--- src/rtl/spi_slave_tx_fifo_if.sv ---
//------------------------------------------------------------------------------
// Module      : spi_slave_tx_fifo_if
// Description : Valid/ready word stream feeding the SPI slave transmit FIFO,
//               plus the FIFO occupancy returned to the producer.
// Revision    : 1.0 - initial release
//------------------------------------------------------------------------------
`default_nettype none

interface spi_slave_tx_fifo_if #(
   parameter int WIDTH = 8,
   parameter int DEPTH = 4
);
   logic [WIDTH-1:0]             in_data;
   logic                         in_valid;
   logic                         in_ready;
   logic [$clog2(DEPTH+1)-1:0]   level;

   // Producer side: offers words, observes back-pressure and occupancy
   modport master (
      output in_data,
      output in_valid,
      input  in_ready,
      input  level
   );

   // FIFO side: accepts words, reports back-pressure and occupancy
   modport slave (
      input  in_data,
      input  in_valid,
      output in_ready,
      output level
   );
endinterface

`default_nettype wire

--- src/rtl/spi_slave_tx_fifo.sv ---
//------------------------------------------------------------------------------
// Module      : spi_slave_tx_fifo
// Description : SPI slave transmitter running on the system clock. SCK/CSN
//               are synchronised and edge-detected; WIDTH-bit words are taken
//               from a DEPTH-entry FIFO and shifted out on MISO in any SPI
//               mode, MSB- or LSB-first. IDLE_WORD is sent on underrun.
// Revision    : 1.0 - initial release
//------------------------------------------------------------------------------
`default_nettype none

module spi_slave_tx_fifo #(
   parameter int               WIDTH     = 8,
   parameter int               DEPTH     = 4,
   parameter int               CPOL      = 0,
   parameter int               CPHA      = 0,
   parameter int               MSB_FIRST = 1,
   parameter logic [WIDTH-1:0] IDLE_WORD = '1
) (
   input  wire logic              clk,
   input  wire logic              rst_n,
   input  wire logic              spi_sck,
   input  wire logic              spi_csn,
   output logic                   spi_sdo,
   output logic                   spi_sdo_oe,
   spi_slave_tx_fifo_if.slave     s_in,
   output logic                   word_done,
   output logic                   underrun,
   output logic [7:0]             underrun_cnt,
   output logic                   abort
);

   localparam int c_CNT_W = $clog2(WIDTH);
   localparam int c_PTR_W = $clog2(DEPTH);
   localparam int c_LVL_W = $clog2(DEPTH + 1);

   localparam logic [c_CNT_W-1:0] c_last_bit   = c_CNT_W'(WIDTH - 1);
   localparam logic [c_CNT_W-1:0] c_penult_bit = c_CNT_W'(WIDTH - 2);
   localparam logic [c_LVL_W-1:0] c_full_level = c_LVL_W'(DEPTH);
   localparam logic               c_sck_idle   = (CPOL != 0);

   typedef enum logic [0:0] {
      ST_IDLE  = 1'b0,
      ST_SHIFT = 1'b1
   } state_t;

   // Synchronisers and edge history
   logic r_sck_s1, r_sck_s2, r_sck_d;
   logic r_csn_s1, r_csn_s2, r_csn_d;

   // Control state
   state_t              r_state, w_state_nxt;
   logic [c_CNT_W-1:0]  r_bit_cnt, w_bit_cnt_nxt;
   logic [WIDTH-1:0]    r_shreg, w_shifted, w_load_word;
   logic                w_out_bit;

   // FIFO storage
   logic [WIDTH-1:0]    r_mem [DEPTH];
   logic [c_PTR_W-1:0]  r_wptr, r_rptr;
   logic [c_LVL_W-1:0]  r_level;

   // Status
   logic                r_word_done, r_underrun, r_abort;
   logic [7:0]          r_underrun_cnt;

   // Decoded events and actions
   logic w_sck_edge, w_lead, w_trail, w_csn_fall, w_csn_rise;
   logic w_load, w_shift, w_clear, w_word_done, w_abort;
   logic w_empty, w_push, w_pop, w_underrun;

   // Two-flop synchronisers plus one history flop for edge detection
   always_ff @(posedge clk or negedge rst_n) begin
      if (!rst_n) begin
         r_sck_s1 <= c_sck_idle;
         r_sck_s2 <= c_sck_idle;
         r_sck_d  <= c_sck_idle;
         r_csn_s1 <= 1'b1;
         r_csn_s2 <= 1'b1;
         r_csn_d  <= 1'b1;
      end else begin
         r_sck_s1 <= spi_sck;
         r_sck_s2 <= r_sck_s1;
         r_sck_d  <= r_sck_s2;
         r_csn_s1 <= spi_csn;
         r_csn_s2 <= r_csn_s1;
         r_csn_d  <= r_csn_s2;
      end
   end

   // Leading edge leaves the idle level, trailing edge returns to it
   assign w_sck_edge = r_sck_s2 ^ r_sck_d;
   assign w_lead     = w_sck_edge && (r_sck_s2 != c_sck_idle);
   assign w_trail    = w_sck_edge && (r_sck_s2 == c_sck_idle);
   assign w_csn_fall = r_csn_d & ~r_csn_s2;
   assign w_csn_rise = ~r_csn_d & r_csn_s2;

   // FIFO head or IDLE_WORD; a same-cycle push never bypasses into the load
   assign w_empty     = (r_level == '0);
   assign w_push      = s_in.in_valid && s_in.in_ready;
   assign w_pop       = w_load && !w_empty;
   assign w_underrun  = w_load && w_empty;
   assign w_load_word = w_empty ? IDLE_WORD : r_mem[r_rptr];

   assign s_in.in_ready = (r_level != c_full_level);
   assign s_in.level    = r_level;

   // Shift direction and outgoing end bit depend on bit order
   generate
      if (MSB_FIRST != 0) begin : g_msb_first
         assign w_shifted = {r_shreg[WIDTH-2:0], 1'b0};
         assign w_out_bit = r_shreg[WIDTH-1];
      end else begin : g_lsb_first
         assign w_shifted = {1'b0, r_shreg[WIDTH-1:1]};
         assign w_out_bit = r_shreg[0];
      end
   endgenerate

   // State register
   always_ff @(posedge clk or negedge rst_n) begin
      if (!rst_n) r_state <= ST_IDLE;
      else        r_state <= w_state_nxt;
   end

   // Next-state and datapath control; CSN rise always wins over SCK edges
   always_comb begin
      w_state_nxt   = r_state;
      w_bit_cnt_nxt = r_bit_cnt;
      w_load        = 1'b0;
      w_shift       = 1'b0;
      w_clear       = 1'b0;
      w_word_done   = 1'b0;
      w_abort       = 1'b0;
      case (r_state)
         ST_IDLE: begin
            if (w_csn_fall) begin
               w_state_nxt   = ST_SHIFT;
               w_bit_cnt_nxt = '0;
               w_load        = (CPHA == 0);
               w_clear       = (CPHA != 0);
            end
         end
         ST_SHIFT: begin
            if (w_csn_rise) begin
               w_state_nxt   = ST_IDLE;
               w_bit_cnt_nxt = '0;
               w_clear       = 1'b1;
               w_abort       = (r_bit_cnt != '0);
            end else if (CPHA == 0) begin
               // bit_cnt counts bits already launched minus one
               if (w_trail) begin
                  if (r_bit_cnt == c_last_bit) begin
                     w_load        = 1'b1;
                     w_bit_cnt_nxt = '0;
                  end else begin
                     w_shift       = 1'b1;
                     w_word_done   = (r_bit_cnt == c_penult_bit);
                     w_bit_cnt_nxt = r_bit_cnt + 1'b1;
                  end
               end
            end else begin
               // bit_cnt counts bits launched in the current word, 0 = boundary
               if (w_lead) begin
                  if (r_bit_cnt == '0) begin
                     w_load        = 1'b1;
                     w_bit_cnt_nxt = c_CNT_W'(1);
                  end else begin
                     w_shift       = 1'b1;
                     w_word_done   = (r_bit_cnt == c_last_bit);
                     w_bit_cnt_nxt = (r_bit_cnt == c_last_bit) ? '0 : r_bit_cnt + 1'b1;
                  end
               end
            end
         end
         default: w_state_nxt = ST_IDLE;
      endcase
   end

   // Bit counter, shifter and event pulses
   always_ff @(posedge clk or negedge rst_n) begin
      if (!rst_n) begin
         r_bit_cnt   <= '0;
         r_shreg     <= '0;
         r_word_done <= 1'b0;
         r_underrun  <= 1'b0;
         r_abort     <= 1'b0;
      end else begin
         r_bit_cnt   <= w_bit_cnt_nxt;
         r_word_done <= w_word_done;
         r_underrun  <= w_underrun;
         r_abort     <= w_abort;
         if (w_load)       r_shreg <= w_load_word;
         else if (w_shift) r_shreg <= w_shifted;
         else if (w_clear) r_shreg <= '0;
      end
   end

   // FIFO pointers, occupancy and saturating underrun counter
   always_ff @(posedge clk or negedge rst_n) begin
      if (!rst_n) begin
         r_wptr         <= '0;
         r_rptr         <= '0;
         r_level        <= '0;
         r_underrun_cnt <= '0;
      end else begin
         if (w_push) r_wptr <= r_wptr + 1'b1;
         if (w_pop)  r_rptr <= r_rptr + 1'b1;
         case ({w_push, w_pop})
            2'b10:   r_level <= r_level + 1'b1;
            2'b01:   r_level <= r_level - 1'b1;
            default: r_level <= r_level;
         endcase
         if (w_underrun && (r_underrun_cnt != 8'hFF))
            r_underrun_cnt <= r_underrun_cnt + 8'd1;
      end
   end

   // FIFO storage; the head is read combinationally before this write lands
   always_ff @(posedge clk) begin
      if (w_push) r_mem[r_wptr] <= s_in.in_data;
   end

   assign spi_sdo_oe   = (r_state == ST_SHIFT);
   assign spi_sdo      = (r_state == ST_SHIFT) && w_out_bit;
   assign word_done    = r_word_done;
   assign underrun     = r_underrun;
   assign underrun_cnt = r_underrun_cnt;
   assign abort        = r_abort;

endmodule

`default_nettype wire
--- src/flat_wrapper.sv ---
// flat-port wrapper written by rule: the top's interface ports become plain ports
module spi_slave_tx_fifo_flat 
#(
   parameter int               WIDTH     = 8,
   parameter int               DEPTH     = 4,
   parameter int               CPOL      = 0,
   parameter int               CPHA      = 0,
   parameter int               MSB_FIRST = 1,
   parameter logic [WIDTH-1:0] IDLE_WORD = '1
)
  (clk, rst_n, spi_sck, spi_csn, spi_sdo, spi_sdo_oe, word_done, underrun, underrun_cnt, abort, s_in_in_data, s_in_in_valid, s_in_in_ready, s_in_level);
  spi_slave_tx_fifo_if #(.WIDTH(WIDTH), .DEPTH(DEPTH)) s_in_i ();
  input  wire logic clk;
  input  wire logic rst_n;
  input  wire logic spi_sck;
  input  wire logic spi_csn;
  output logic spi_sdo;
  output logic spi_sdo_oe;
  output logic word_done;
  output logic underrun;
  output logic [7:0] underrun_cnt;
  output logic abort;
  input wire logic [$bits(s_in_i.in_data)-1:0] s_in_in_data;
  input wire logic [$bits(s_in_i.in_valid)-1:0] s_in_in_valid;
  output wire logic [$bits(s_in_i.in_ready)-1:0] s_in_in_ready;
  output wire logic [$bits(s_in_i.level)-1:0] s_in_level;
  assign s_in_i.in_data = s_in_in_data;
  assign s_in_i.in_valid = s_in_in_valid;
  assign s_in_in_ready = s_in_i.in_ready;
  assign s_in_level = s_in_i.level;
  spi_slave_tx_fifo #(.WIDTH(WIDTH), .DEPTH(DEPTH), .CPOL(CPOL), .CPHA(CPHA), .MSB_FIRST(MSB_FIRST), .IDLE_WORD(IDLE_WORD)) u_core (.clk(clk), .rst_n(rst_n), .spi_sck(spi_sck), .spi_csn(spi_csn), .spi_sdo(spi_sdo), .spi_sdo_oe(spi_sdo_oe), .s_in(s_in_i), .word_done(word_done), .underrun(underrun), .underrun_cnt(underrun_cnt), .abort(abort));
endmodule
--- config.mk ---
export PLATFORM = sky130hd
export DESIGN_NAME = spi_slave_tx_fifo_flat
export DESIGN_NICKNAME = d
export VERILOG_FILES = /design/src/rtl/spi_slave_tx_fifo_if.sv /design/src/rtl/spi_slave_tx_fifo.sv /design/src/flat_wrapper.sv
export SDC_FILE = /design/constraint.sdc
export NUM_CORES = 1
export LEC_CHECK = 0
export CAP_MARGIN = 10
export CORE_ASPECT_RATIO = 1.75
export CORE_MARGIN = 2
export CORE_UTILIZATION = 45
export CTS_CLUSTER_SIZE = 8
export DETAILED_ROUTE_END_ITERATION = 6
export GPL_TIMING_DRIVEN = 0
export MAX_ROUTING_LAYER = met4
export PLACE_DENSITY = 0.66
export RECOVER_POWER = 100
export SETUP_SLACK_MARGIN = 0.2
export SLEW_MARGIN = 20
export SYNTH_ARGS = -nofsm -noshare
export SYNTH_HDL_FRONTEND = slang
export SYNTH_SLANG_ARGS = --single-unit
export TNS_END_PERCENT = 30
--- constraint.sdc ---
create_clock -name clk -period 6.7 [get_ports clk]
set_input_delay 1.34 -clock clk [delete_from_list [all_inputs] [get_ports clk]]
set_output_delay 1.34 -clock clk [all_outputs]
set_load 0.02 [all_outputs]
* Word-level counts from Yosys, hierarchy flattened *
Memories as Yosys holds them, arrays and structs flattened.
Cells that the tools add are included.

cells by class
  add/sub/neg operators = 6
  eq/ne operators = 8
  muxes and demuxes = 31
  bitwise operators = 7
  reduce and logical (&&, ||, !) cells = 12

operators by type and width
  operator               count
  $mux W8                4
  $mux W1                18
  $mux W3                4
  $pmux W3 S2            2
  $add A8 B1 Y8 const B  1
  $ne A8 B8 Y1 const B   1
  $add A3 B1 Y3 const B  2
  $eq A3 B3 Y1 const B   2
  $logic_and A1 B1 Y1    6
  $ne A3 B3 Y1 const B   2
  $pmux W1 S2            3
  $reduce_bool A3 Y1     2
  $add A2 B1 Y2 const B  2
  $not A1 Y1             4
  $logic_not A3 Y1       1
  $sub A3 B1 Y3 const B  1
  $and A1 B1 Y1          2
  $eq A2 B1 Y1 const B   1
  $eq A2 B2 Y1 const B   1
  $ne A2 B1 Y1 const B   1
  $reduce_and A2 Y1      1
  $reduce_bool A2 Y1     1
  $logic_not A1 Y1       1
  $xor A1 B1 Y1          1

word-level totals
  register bits after elaboration = 36
  RAM bits = 32
  input port bits = 13
  word-level logic and storage cells = 81
  memories = 1

memory list
  name          words  bits a word  rd ports  clocked after memory_dff  wr ports  RTL line                 RTL
  u_core.r_mem  4      8            1         0                         1         spi_slave_tx_fifo.sv:57  logic [WIDTH-1:0] r_mem [DEPTH];

* Longest topological paths before layout *
  word-level depth = 8
  depth in mapped cells = 11
  depth with buffers taken out = 10

* Worst setup path after synthesis *
Ideal clock, no wire load.

  path kind = input to register
  start = input port s_in_in_valid
  end = register u_core.r_level[2], in the netlist u_core.s_in.level[2]
  library setup time = 80 ps
  arrival = 2500 ps
  setup slack = 4120 ps
  cell stages on the path = 8
  buffers on the path = 0
  cell sequence = and2_1 > inv_1 > ha_1 > inv_1 > fa_1 > xor2_1 > nor2_1 > xor2_1

between the ends
  longest elaborated chain between the ends = 3

ends and longest elaborated chain
  element                                                   RTL line                  RTL
  start, declared                                           flat_wrapper.sv:24        input wire logic [$bits(s_in_i.in_valid)-1:0] s_in_in_valid;
  $logic_and A1 B1 Y1 (*)                                   spi_slave_tx_fifo.sv:98   assign w_push = s_in.in_valid && s_in.in_ready;
  $eq A2 B1 Y1 / $eq A2 B2 Y1 (equally long branches)       spi_slave_tx_fifo.sv:206  case ({w_push, w_pop})
  $pmux W3 S2 / $reduce_bool A2 Y1 (equally long branches)  n/a
  end signal, assigned                                      spi_slave_tx_fifo.sv:207  2'b10: r_level <= r_level + 1'b1;
  end signal, assigned                                      spi_slave_tx_fifo.sv:208  2'b01: r_level <= r_level - 1'b1;
  end signal, assigned                                      spi_slave_tx_fifo.sv:209  default: r_level <= r_level;
  end, declared                                             spi_slave_tx_fifo.sv:59   logic [c_LVL_W-1:0] r_level;

Mark *: on every way between the ends. The rest lies on a longest branch, timed or not.
A chain may end at the register's enable or synchronous reset.

* Final worst setup path *
  start = register u_core.r_level[0], in the netlist u_core.s_in.level[0]
  end = output port s_in_in_ready

between the ends
  longest elaborated chain between the ends = 1

ends and longest elaborated chain
  element        RTL line                  RTL
  $ne A3 B3 Y1   spi_slave_tx_fifo.sv:103  assign s_in.in_ready = (r_level != c_full_level);
  end, declared  flat_wrapper.sv:25        output wire logic [$bits(s_in_i.in_ready)-1:0] s_in_in_ready;

Every way passes these cells.

==> reports/qor.yml <==
cts:
  post_cts_buffers: 0
  cts.hold.buffers_added: 0
  clock-sinks: 68
  root_buffer: "clkbuf_8"
  cts_tree: "done"
  clockBufferDepth: 2
  clkLatencyLatePin_ns: 0.34
  cts_resized: 0
  cts_buffers: 9
  clkSlewWorstSetupHoldPaths_ns: 0.07
  h-tree-depth: 3
floorplan:
  core_sq_um: 6230
  fp.dieH_um: 111
  io_pins: 30
  fp-row-count: 38
  dieWidth_um: 65.0
  initial_core_util: 0.470
  dieArea_sq_um: 7190
power:
  power.density_nw_per_um2: 351
  p_int_w: 0.000818
  comb_power_share: 0.281
  power_switching_w: 0.000383
  p_sw_frac: 0.319
  pwr-share-seq: 0.483
  clockPowerShare: 0.236
  peakVddDrop_v: 0.000175
  leakage_nw: 1.38
drt:
  drt_iter0_drc: 86
  first_pass_iters: 4
  wl_per_cell_um: 15.2
  viasPerCell: 5.16
  drc: 0
  ant_nets: 0
  routed_wl_um: 4860
  via_count: 1650
setup_path:
  worst-r2r-setup-slack_ns: 3.83
  start_kind: "register"
  reg2regPathDepth: 10
  slowest_delay_ns: 0.70
  cp_top_family: "buffers and inverters"
  rr_startpoint: "u_core.r_csn_s2"
  critPathRequiredTime_ns: 5.36
  path_buf_inv: 2
  crit_path_top_delay_cell: "dlygate4sd3_1"
  crit_type: "register to output port"
  cp-end-kind: "output port"
  worstPathMaxFanout: 6
  cp_cell_sequence: "inv_1 > nand3_1 > dlygate4sd3_1"
  r2r_end: "u_core.s_in.level[2]"
  critical_path_arrival_ns: 1.76
synthesis:
  netlist_area_sq_um: 2930
  synth-seq-cells: 68
  synth_cell_types: 43
  synth_ff_type: "dfrtp_1"
  synth_edf_count: 32
  yosysWarnings: 0
  async_flop_share: 0.529
  yosysSeqAreaShare: 0.638
  synth_nets: 218
  postSynthCellCount: 194
  syn_avg_cell_area_sq_um: 15.1
global_route:
  grt_pass1_wl_um: 8520
  grt_pass1_vias: 1841
  grt_usage: 0.164
  grt_overflow: 0
  top_usage_layer: "met2"
  grt_max_degree: 32
  use_met3: 0.0518
  antenna_found_initial: 0
  use_met1: 0.167
  use_met2: 0.280
min_path:
  min_path_cells: 0
  hold_path.class: "register to register"
  whs_endpoint: "u_core.r_csn_s2"
  min_from: "u_core.r_csn_s1"
outcome:
  violations: "capacitance limit, slew limit"
  status: "complete, but fails checks"
sta:
  rsz0062_at_grt: "false"
  skew_ns: 0.00534
  hold_viol: 0
  tns_ns: 0
  setup_viol: 0
  slew_violations: 32
  fmax_mhz: 323
  tightest_slew_ns: 1.67
  finalCritPeriodShare: 0.462
  max-slew-margin-rel: -0.115
  fin_crit_ns: 3.10
layout:
  seqCellArea_sq_um: 1870
  postLayoutCoreUtil: 0.550
  multiInputGateArea_sq_um: 923
  drive_gt1_frac: 0.138
  n_fill_cell: 533
  diodes: 0
  syn_to_final_growth_pct: 17.1
  final_nets: 259
job:
  drv_cap: 1
placement:
  gp_congestion: 0.818
  dp_hpwl_um: 3530
  io_buffers: 29
[synthesized netlist by cell type, types with 2 or more instances]
library cell / n / share of area
dfrtp_1: 33 / 0.28
edfxtp_1: 32 / 0.33
inv_1: 11 / 0.014
ha_1: 10 / 0.043
a21oi_1: 8 / 0.014
mux4_2: 8 / 0.062
nor3_1: 8 / 0.014
o2bb2ai_1: 8 / 0.024
nor2_1: 7 / 0.0090
xor2_1: 7 / 0.021
and3_1: 5 / 0.011
nand2_1: 5 / 0.0064
nand3_1: 5 / 0.0086
a31oi_1: 3 / 0.0064
buf_2: 3 / 0.0051
dfstp_2: 3 / 0.027
nand4_1: 3 / 0.0064
xnor2_1: 3 / 0.0090
and2_1: 2 / 0.0043
buf_6: 2 / 0.0077
clkbuf_1: 2 / 0.0026
mux2_2: 2 / 0.0077
mux2i_1: 2 / 0.0068
nor2_2: 2 / 0.0043
o21ai_0: 2 / 0.0034
[registers in the layout (all words and copies together), names as in the netlist, 2 cells and up]
name	cells
u_core.r_bit_cnt	3
u_core.r_mem	32
u_core.r_shreg	8
u_core.underrun_cnt	8
u_core.r_rptr	2
u_core.s_in.level	3
u_core.r_wptr	2
[worst reg2reg max path, stage by stage (launching register included)]
cell and delay [ns]:
dfstp_1 0.64, nand2b_1 0.19, a41oi_1 0.50, clkbuf_1 0.44
nor2_1 0.15, ha_1 0.25, inv_1 0.07, fa_1 0.17
xor2_1 0.15, nor2_1 0.06, xor2_1 0.13
[how the worst max path moves through the flow]
stage                         start                   end  slack, ns  cells after the start
2_1_floorplan         s_in_in_valid  u_core.s_in.level[2]       4.12                      8
3_3_place_gp                  rst_n      u_core.r_wptr[1]       3.48                      1
3_5_place_dp          s_in_in_valid  u_core.s_in.level[2]       3.54                      9
4_1_cts        u_core.s_in.level[0]         s_in_in_ready       3.62                      3
5_1_grt        u_core.s_in.level[0]         s_in_in_ready       3.51                      3
6_report       u_core.s_in.level[0]         s_in_in_ready       3.60                      3
[power by group through the flow]
| stage | logic (W) | registers [W] | clock network [W] |
|---|---|---|---|
| after floorplan | 0.000229 | 0.000600 | 0 |
| after detailed placement | 0.000364 | 0.000591 | 0 |
| after global routing | 0.000374 | 0.000592 | 0.000314 |
| final | 0.000337 | 0.000581 | 0.000284 |
| after CTS | 0.000364 | 0.000583 | 0.000297 |
| after global placement | 0.000356 | 0.000588 | 0 |
[cells by family after synthesis]
logic type | count (synthesis) | synth area share
compound gates | 27 | 0.0736
xor+xnor | 10 | 0.0299
fa+ha+maj | 11 | 0.0496
buf+inv | 19 | 0.0321
flops | 68 | 0.638
mux | 13 | 0.0813
simple gates | 46 | 0.0958
[per-stage QoR]
step	hold WS [ns]	cell area [sq um]	worst slack, ns	total power (W)	cells
after CTS	0.361	3500	3.62	0.00124	320
after global placement	0.332	3320	3.48	0.000943	303
final	0.364	3430	3.60	0.00120	320
after global routing	0.371	3430	3.51	0.00128	320
after floorplan	0.331	2930	4.12	0.000829	194
after detailed placement	0.351	3330	3.54	0.000955	304
[layout make-up]
cell class / count / share of cell area
buffer: 8 / 0.0113
inverter: 11 / 0.0121
multi-input combinational: 107 / 0.270
timing repair buffer: 30 / 0.0840
sequential: 68 / 0.545
clock inverter: 6 / 0.0121
clock buffer: 10 / 0.0373
tap: 80 / 0.0292
[layout by cell type (no fill, tap or decap), drive strengths merged, types with 2 or more instances in the layout]
master       instances
edfxtp              32
inv                 11
dfrtp               33
dfstp                3
nand4                3
mux2i                2
clkbuf              18
nand2                5
mux2                 3
xor2                 7
o2bb2ai              8
mux4                 8
clkinvlp             5
a31oi                3
nor3                 9
and3                 5
nand3                5
nor2                 9
o21ai                3
a21oi                8
buf                  2
xnor2                3
a41oi                2
ha                  10
dlygate4sd3         28
and2                 2
[layer usage]
metal / up-vias / part of all wire
li1: 803 / -
met1: 809 / 0.37
met2: 27 / 0.57
met3: 11 / 0.035
met4: 0 / 0.022
met5: - / 0
Note: power is estimated with default switching activity, not from simulation.
